## src/rtl/spi_controller_if.sv

```systemverilog
// Request/status and SPI pin bundle for spi_controller.
// master = requester side, slave = the controller itself.
interface spi_controller_if;
  logic       start;
  logic       rw;
  logic [6:0] addr;
  logic [7:0] wdata;
  logic       busy;
  logic       done;
  logic       sclk;
  logic       copi;
  logic       ncs;

  modport master (output start, rw, addr, wdata, input busy, done, sclk, copi, ncs);
  modport slave  (input start, rw, addr, wdata, output busy, done, sclk, copi, ncs);
endinterface

```

## src/rtl/spi_controller.sv

```systemverilog
// SPI Mode-0 initiator: one 16-bit {rw,addr,wdata} frame per accepted start,
// MSB first, with setup/hold/gap phases of CLK_DIV cycles each.
module spi_controller #(
  parameter int CLK_DIV    = 4,
  parameter int FRAME_BITS = 16
) (
  input  logic clk,
  input  logic rst,
  spi_controller_if.slave bus
);
  localparam int DIV_W = (CLK_DIV > 1) ? $clog2(CLK_DIV) : 1;

  typedef enum logic [2:0] {IDLE, SETUP, SHIFT_HI, SHIFT_LO, HOLD, GAP} state_e;

  state_e                  state_q, state_d;
  logic [DIV_W-1:0]        div_q, div_d;
  logic [3:0]              bit_q, bit_d;
  logic                    last_q, last_d;
  // Bit 15 goes straight to copi on accept, so only the remaining bits are kept.
  logic [FRAME_BITS-2:0]   shreg_q, shreg_d;
  logic                    sclk_q, sclk_d, copi_q, copi_d, ncs_q, ncs_d;
  logic                    busy_q, busy_d, done_q, done_d;
  logic                    tick;

  assign tick = (div_q == DIV_W'(CLK_DIV - 1));

  always_ff @(posedge clk or posedge rst) begin
    if (rst) begin
      state_q <= IDLE;
      div_q   <= '0;
      bit_q   <= '0;
      last_q  <= 1'b0;
      shreg_q <= '0;
      sclk_q  <= 1'b0;
      copi_q  <= 1'b0;
      ncs_q   <= 1'b1;
      busy_q  <= 1'b0;
      done_q  <= 1'b0;
    end else begin
      state_q <= state_d;
      div_q   <= div_d;
      bit_q   <= bit_d;
      last_q  <= last_d;
      shreg_q <= shreg_d;
      sclk_q  <= sclk_d;
      copi_q  <= copi_d;
      ncs_q   <= ncs_d;
      busy_q  <= busy_d;
      done_q  <= done_d;
    end
  end

  always_comb begin
    state_d = state_q;
    div_d   = tick ? '0 : div_q + 1'b1;
    bit_d   = bit_q;
    last_d  = last_q;
    shreg_d = shreg_q;
    sclk_d  = sclk_q;
    copi_d  = copi_q;
    ncs_d   = ncs_q;
    busy_d  = busy_q;
    done_d  = 1'b0;
    unique case (state_q)
      IDLE: begin
        div_d = '0;
        if (bus.start) begin
          shreg_d = {bus.addr, bus.wdata};
          copi_d  = bus.rw;
          ncs_d   = 1'b0;
          busy_d  = 1'b1;
          bit_d   = '0;
          last_d  = 1'b0;
          state_d = SETUP;
        end
      end
      SETUP: if (tick) begin
        sclk_d  = 1'b1;
        bit_d   = '0;
        state_d = SHIFT_HI;
      end
      SHIFT_HI: if (tick) begin
        sclk_d  = 1'b0;
        state_d = SHIFT_LO;
        // The falling edge is where the next bit is launched.
        if (bit_q < 4'(FRAME_BITS - 1)) begin
          copi_d  = shreg_q[FRAME_BITS-2];
          shreg_d = {shreg_q[FRAME_BITS-3:0], 1'b0};
          bit_d   = bit_q + 1'b1;
        end else begin
          last_d  = 1'b1;
        end
      end
      SHIFT_LO: if (tick) begin
        if (last_q) begin
          state_d = HOLD;
        end else begin
          sclk_d  = 1'b1;
          state_d = SHIFT_HI;
        end
      end
      HOLD: if (tick) begin
        ncs_d   = 1'b1;
        copi_d  = 1'b0;
        state_d = GAP;
      end
      GAP: if (tick) begin
        busy_d  = 1'b0;
        done_d  = 1'b1;
        state_d = IDLE;
      end
      default: state_d = IDLE;
    endcase
  end

  assign bus.sclk = sclk_q;
  assign bus.copi = copi_q;
  assign bus.ncs  = ncs_q;
  assign bus.busy = busy_q;
  assign bus.done = done_q;
endmodule
```

## src/flat_wrapper.sv

```systemverilog
// flat-port wrapper written by rule: the top's interface ports become plain ports
module spi_controller_flat 
#(
  parameter int CLK_DIV    = 4,
  parameter int FRAME_BITS = 16
)
  (clk, rst, bus_start, bus_rw, bus_addr, bus_wdata, bus_busy, bus_done, bus_sclk, bus_copi, bus_ncs);
  spi_controller_if bus_i ();
  input  logic clk;
  input  logic rst;
  input wire logic [$bits(bus_i.start)-1:0] bus_start;
  input wire logic [$bits(bus_i.rw)-1:0] bus_rw;
  input wire logic [$bits(bus_i.addr)-1:0] bus_addr;
  input wire logic [$bits(bus_i.wdata)-1:0] bus_wdata;
  output wire logic [$bits(bus_i.busy)-1:0] bus_busy;
  output wire logic [$bits(bus_i.done)-1:0] bus_done;
  output wire logic [$bits(bus_i.sclk)-1:0] bus_sclk;
  output wire logic [$bits(bus_i.copi)-1:0] bus_copi;
  output wire logic [$bits(bus_i.ncs)-1:0] bus_ncs;
  assign bus_i.start = bus_start;
  assign bus_i.rw = bus_rw;
  assign bus_i.addr = bus_addr;
  assign bus_i.wdata = bus_wdata;
  assign bus_busy = bus_i.busy;
  assign bus_done = bus_i.done;
  assign bus_sclk = bus_i.sclk;
  assign bus_copi = bus_i.copi;
  assign bus_ncs = bus_i.ncs;
  spi_controller #(.CLK_DIV(CLK_DIV), .FRAME_BITS(FRAME_BITS)) u_core (.clk(clk), .rst(rst), .bus(bus_i));
endmodule
```

## config.mk

```make
export PLATFORM = sky130hd
export DESIGN_NAME = spi_controller_flat
export DESIGN_NICKNAME = d
export VERILOG_FILES = /design/src/rtl/spi_controller_if.sv /design/src/rtl/spi_controller.sv /design/src/flat_wrapper.sv
export SDC_FILE = /design/constraint.sdc
export NUM_CORES = 1
export LEC_CHECK = 0
export ABC_AREA = 1
export CAP_MARGIN = 40
export CORE_MARGIN = 4
export CORE_UTILIZATION = 55
export DETAILED_ROUTE_END_ITERATION = 16
export DONT_BUFFER_PORTS = 1
export PLACE_DENSITY = 0.71
export SYNTH_ARGS = -nofsm -noshare
export SYNTH_HDL_FRONTEND = slang
export SYNTH_SLANG_ARGS = --single-unit
```

## constraint.sdc

```tcl
create_clock -name clk -period 1.6 [get_ports clk]
set_clock_uncertainty 0.1 [all_clocks]
set_input_delay 0.4 -clock clk [delete_from_list [all_inputs] [get_ports clk]]
set_output_delay 0.4 -clock clk [all_outputs]
set_load 0.005 [all_outputs]
```

==> Yosys cells after proc, flatten, opt, wreduce, memory -nomap -nowiden <==
Index checks and enable logic that the tools add are counted.
{ "op_classes": {"n_addsub": 2, "n_lt_le_gt_ge": 1, "eq_ne": 15, "n_mux": 37, "reduce_logical": 15} }
{ "op_table": {"columns": ["operator", "count"], "rows": [
  ["15-bit 2-to-1 mux", 3],
  ["15-bit case mux with 2 select lines", 1],
  ["3-bit 2-to-1 mux", 7],
  ["3-bit case mux with 6 select lines", 1],
  ["4-bit 2-to-1 mux", 4],
  ["5-bit AND reduction", 3],
  ["1-bit 2-to-1 mux", 13],
  ["2-bit by 1-bit inequality test with 1-bit output (second input constant)", 6],
  ["4-bit case mux with 3 select lines", 1],
  ["3-bit nonzero test", 3],
  ["4-bit AND reduction", 2],
  ["3-bit by 2-bit equality test with 1-bit output (second input constant)", 2],
  ["3-bit equality test (second input constant)", 2],
  ["2-bit inequality test (second input constant)", 3],
  ["1-bit case mux with 2 select lines", 3],
  ["1-bit case mux with 3 select lines", 2],
  ["3-bit AND reduction", 2],
  ["6-bit AND reduction", 1],
  ["2-bit nonzero test", 3],
  ["4-bit by 1-bit adder with 4-bit output (second input constant)", 1],
  ["4-bit less-than comparator (second input constant)", 1],
  ["2-bit 2-to-1 mux", 2],
  ["3-bit by 1-bit equality test with 1-bit output (second input constant)", 1],
  ["3-bit zero test", 1],
  ["2 further kinds", 2]
]} }
{ "word_totals": {"register_bits": 30, "inputBits": 19, "output_inout_bits": 5} }

==> Depth between registers and ports, before layout <==
{ "depth": {"depth_word": 4, "ltp_mapped": 9, "depth_no_buf": 8} }

==> Least setup slack after synthesis <==
Ideal clock, no wire load.
{ "synth_path": {"kind": "register -> register", "from": "register u_core.bit_q[0]", "to": "register u_core.shreg_q[0]", "arrival_time_ns": 1.265, "path_slack_ns": 0.109, "path_stages_with_launch": 7, "path_buffers": 1, "path_cell_list": "dfrtp_1 ha_1 nand3_1 nand2_1 a21oi_4 buf_4 o21ai_0"} }
{ "synth_between": {"elab_chain_len": 3} }
{ "synth_rtl": {"columns": ["item", "line", "source"], "rows": [
  ["start: declaration", "spi_controller.sv:17", "logic [3:0] bit_q, bit_d;"],
  ["start signal: assignment", "spi_controller.sv:42", "bit_q <= bit_d;"],
  ["4-bit less-than comparator", "spi_controller.sv:86", "if (bit_q < 4'(FRAME_BITS - 1)) begin"],
  ["2-bit by 1-bit inequality test with 1-bit output (no line)", null, null],
  ["4-bit AND reduction (no line)", null, null],
  ["end signal: assignment", "spi_controller.sv:44", "shreg_q <= shreg_d;"],
  ["end: declaration", "spi_controller.sv:20", "logic [FRAME_BITS-2:0] shreg_q, shreg_d;"]
]} }
Every way passes these cells.
A chain may end at the register's enable or synchronous reset.

==> Worst setup path in the final report <==
{ "layout_path": {"from": "register u_core.bit_q[0]", "to": "register u_core.shreg_q[3]"} }
The elaborated chain is that of the path after synthesis.

==> results summary <==
At the end of the flow, the number of nets in the layout was 239. The share of the clock period used by the worst path came out at slightly below 100%. The per-instance average area after synthesis came out at 7.53 µm².

The required time at the worst-slack endpoint came out at 1.73 ns. The number of cells in the design after placement is 234. The number of different library cells used by synthesis comes to 24. The proportion of synthesized chip area in sequential cells is 48.9%.

The sum of overflow across all layers after global routing came out at 0. The detailed-routing iteration count for the pre-antenna-repair pass came out at 4. The final number of hold-violating endpoints is 0. Entering global routing, the biggest net connects 31 pins. Combinational logic is responsible for 43.7% of the overall power.

TritonCTS built the clock tree. The final-layout worst hold slack came out at 0.104 ns. After synthesis the netlist holds a flip-flop and latch count of 30. The summed area of non-filler cells in the final layout is roughly 1800 µm². The maximum clock frequency is 0.648 GHz. The net switching power of the design came out at 1.12 mW. After floorplanning, the core was divided into 18 placement rows. Cell internal power was estimated by the tool at about 1.7 mW. The critical path in this run is classified as register to register. Per report_power, the clock group accounts for 14.4% of the total. The first global-routing pass estimated 5440 µm of wire.

The clock tree root driver cell is sky130_fd_sc_hd__clkbuf_4. The number of antenna violations at the first check in global routing came out at 0. The die boundary height is 60.9 µm. The initial utilization of the core area, before any placement, comes to 59.8%. The startpoint class of the critical path is a register.

The quantity of I/O buffers inserted on ports came out at 0. The weighted congestion at the end of routability-driven global placement is 0.912. The core area is about 2600 µm². Ranked by total cell area, the synthesized netlist is headed by sky130_fd_sc_hd__dfrtp_1 (47%), sky130_fd_sc_hd__nand2_1 (19%), sky130_fd_sc_hd__o21ai_0 (10%), sky130_fd_sc_hd__inv_1 (5.9%), sky130_fd_sc_hd__nand3_1 (3.3%). The maximum resistive drop on vdd came out at 1.15 mV. The cell area after placement came out at ~1600 µm².

The count of nets left with antenna violations once routing finished came out at 0. The maximum number of buffers from clock root to sink is 2. The max-slew violation total from the final report came out at 0. The worst max-slew margin expressed relative to the limit came out at between 70 and 80%.

The boundary pin count came out at 24. The number of buffers created by CTS came out at 5. The H-tree depth reported by CTS came out at 2. The worst setup path is captured at a register. The post-DP HPWL came out at 2170 µm. The clock sink count is 30.

The overall routing resource usage came out at roughly a fifth. The post-route non-filler standard cell count is 248. The growth of design area from synthesis to finish is 15.5%.

The top cell type by area accounts for 47.2% of the synthesized area. The DRC violation total after the first TritonRoute iteration came out at 86. In the final routed layout, each cell accounts on average for 13.2 µm. In this run the worst path has a maximum fanout of 5.

At the later pin of the worst-skew pair, clock insertion delay measures 0.33 ns. For this design the ratio of total power to cell area is 1610 nW/µm². The netlist area before placement is 1540 µm². The count of warnings emitted by yosys came out at 0.

The max-cap violation count came out at 0. The fraction of power spent switching nets came out at 39.1%. The die boundary width is about 60 µm. After technology mapping, the gate count stands at 204. The floorplan step defined a die boundary enclosing 3700 µm². The path class of the tightest hold or removal check is input pin to register. In the final layout, the share of cells above drive strength 1 is between 15 and 20%.

The number of antenna diodes in the final layout is 0. The post-CTS clock slew at the launch and capture registers of the worst setup and hold paths is 0.09 ns. The share of total power dissipated in sequential elements is between 40% and 50%. The library cell occupying the most area in the post-synthesis netlist is sky130_fd_sc_hd__dfrtp_1.

The average vias per placed instance is 5.40. The actual slew at the worst max-slew pin is roughly 0.39 ns. The flow ran to the end, and the final reports show no timing, DRC or antenna violations. The final critical delay including setup and external delays came out at 1.54 ns. After detailed routing, the number of remaining DRC violations is 0.

The endpoint arrival time on the critical path came out at approximately 1.7 ns. Synthesis produced a netlist with a net count of about 230. The via count of the first global-routing pass came to 1279. The leakage power is about 0.9 nW. The final-report setup violation count is 0. The vias after detailed routing came out at 1338. The final layout contains routed wiring with a total length of between 3000 and 4000 µm.
-- cell families after synthesis --
kind of cell,count (synthesis),share of synthesized area [%]
AND/OR/NAND/NOR,103,27.5
buffers and inverters,32,8.96
AO/OA/AOI/OAI,37,12.9
flip-flops,30,48.9
adder cells (fa/ha/maj),2,1.63
-- worst max-delay path: stages, from the launching register on --
cell and delay (ns):
sky130_fd_sc_hd__dfrtp_1 0.43, sky130_fd_sc_hd__ha_2 0.22, sky130_fd_sc_hd__nand3_2 0.09, sky130_fd_sc_hd__nand2_2 0.07, sky130_fd_sc_hd__a21oi_4 0.15, sky130_fd_sc_hd__buf_12 0.14, sky130_fd_sc_hd__buf_6 0.09, sky130_fd_sc_hd__inv_1 0.04
sky130_fd_sc_hd__nand2_1 0.06, sky130_fd_sc_hd__nand2_1 0.05
-- layer usage --
metal / wire length, µm / GRT usage (%) / up-vias / share of wire (%)
met5: 0 / 0 / - / 0
met4: 62 / 10.2 / 0 / 1.9
met3: 156 / 4.47 / 6 / 4.8
met2: 1670 / 33.9 / 39 / 51
met1: 1380 / 24.1 / 627 / 42
li1: - / - / 666 / -
-- placed cells by master (no fill, tap or decap), types with 5 or more instances in the layout --
master and instances:
sky130_fd_sc_hd__buf_4 7, sky130_fd_sc_hd__nor2_1 8, sky130_fd_sc_hd__o21ai_1 9, sky130_fd_sc_hd__clkbuf_4 5, sky130_fd_sc_hd__o21ai_0 24, sky130_fd_sc_hd__nand2_2 6
sky130_fd_sc_hd__nand2_1 72, sky130_fd_sc_hd__nand3_1 9, sky130_fd_sc_hd__inv_1 24, sky130_fd_sc_hd__dfrtp_1 28
-- synthesized netlist by cell type (all sizes together) --
cell type	instances
nor2	10
nand4	2
ha	2
o31ai	1
clkbuf	2
nand2	78
buf	5
a21oi	3
nand3	10
dfrtp	29
o21ai	33
or2	2
nor3	1
dfstp	1
inv	25
-- power by group through the flow --
stage          Combinational (mW)  Sequential (mW)  Clock, mW
2_1_floorplan               0.778             1.15          0
3_3_place_gp                0.928             1.20          0
3_5_place_dp                0.969             1.21          0
4_1_cts                     0.979             1.19      0.421
5_1_grt                      1.42             1.24      0.463
6_report                     1.25             1.20      0.411
-- area by class of cell --
| type | count | area, µm² |
|---|---|---|
| fillers | 216 | 793 |
| flip-flops and latches | 30 | 753 |
| multi-input cells | 142 | 669 |
| repair buffers | 14 | 175 |
| inverters | 25 | 93.8 |
| clock buffers | 7 | 45.0 |
| well taps | 30 | 37.5 |
-- per-stage QoR --
stage | setup slack [ns] | utilization [%] | TNS [ns] | total power, mW
6_report | 0.0561 | 69.1 | 0 | 2.86
5_1_grt | -0.0535 | 69.1 | -0.141 | 3.12
4_1_cts | 0.0426 | 64.3 | 0 | 2.59
3_5_place_dp | 0.0627 | 62.1 | 0 | 2.18
3_3_place_gp | 0.120 | 62.1 | 0 | 2.12
2_1_floorplan | 0.109 | - | 0 | 1.93
-- flip-flops by register name, summed over array words and instances (netlist names), 2 cells and up --
name,flops
u_core.shreg_q,15
u_core.bit_q,4
u_core.state_q,3
u_core.div_q,2
-- path summary, 6_finish.rpt --
| kind | from | to | slack [ns] | cells after the start |
|---|---|---|---|---|
| worst max-delay path | u_core.bit_q[0] | u_core.shreg_q[3] | 0.06 | 9 |
| worst min-delay path | bus_wdata[0] | u_core.shreg_q[0] | 0.10 | 2 |
| worst max register to register | u_core.bit_q[0] | u_core.shreg_q[3] | 0.06 | 9 |
| worst min register to register | u_core.bus.ncs | u_core.bus.ncs | 0.37 | 2 |
| max in group asynchronous | rst | u_core.bus.ncs | 0.59 | 3 |
| min in group asynchronous | rst | u_core.bit_q[3] | 0.48 | 3 |
-- timing repair --
action | in CTS | in global routing
hold buffers | 1 | 0
setup endpoints to repair | 0 | 17
endpoints found under the hold margin | 29 | 0
setup buffers | 0 | 3
resized for setup | 0 | 18
(Power assumes the default switching activity.)
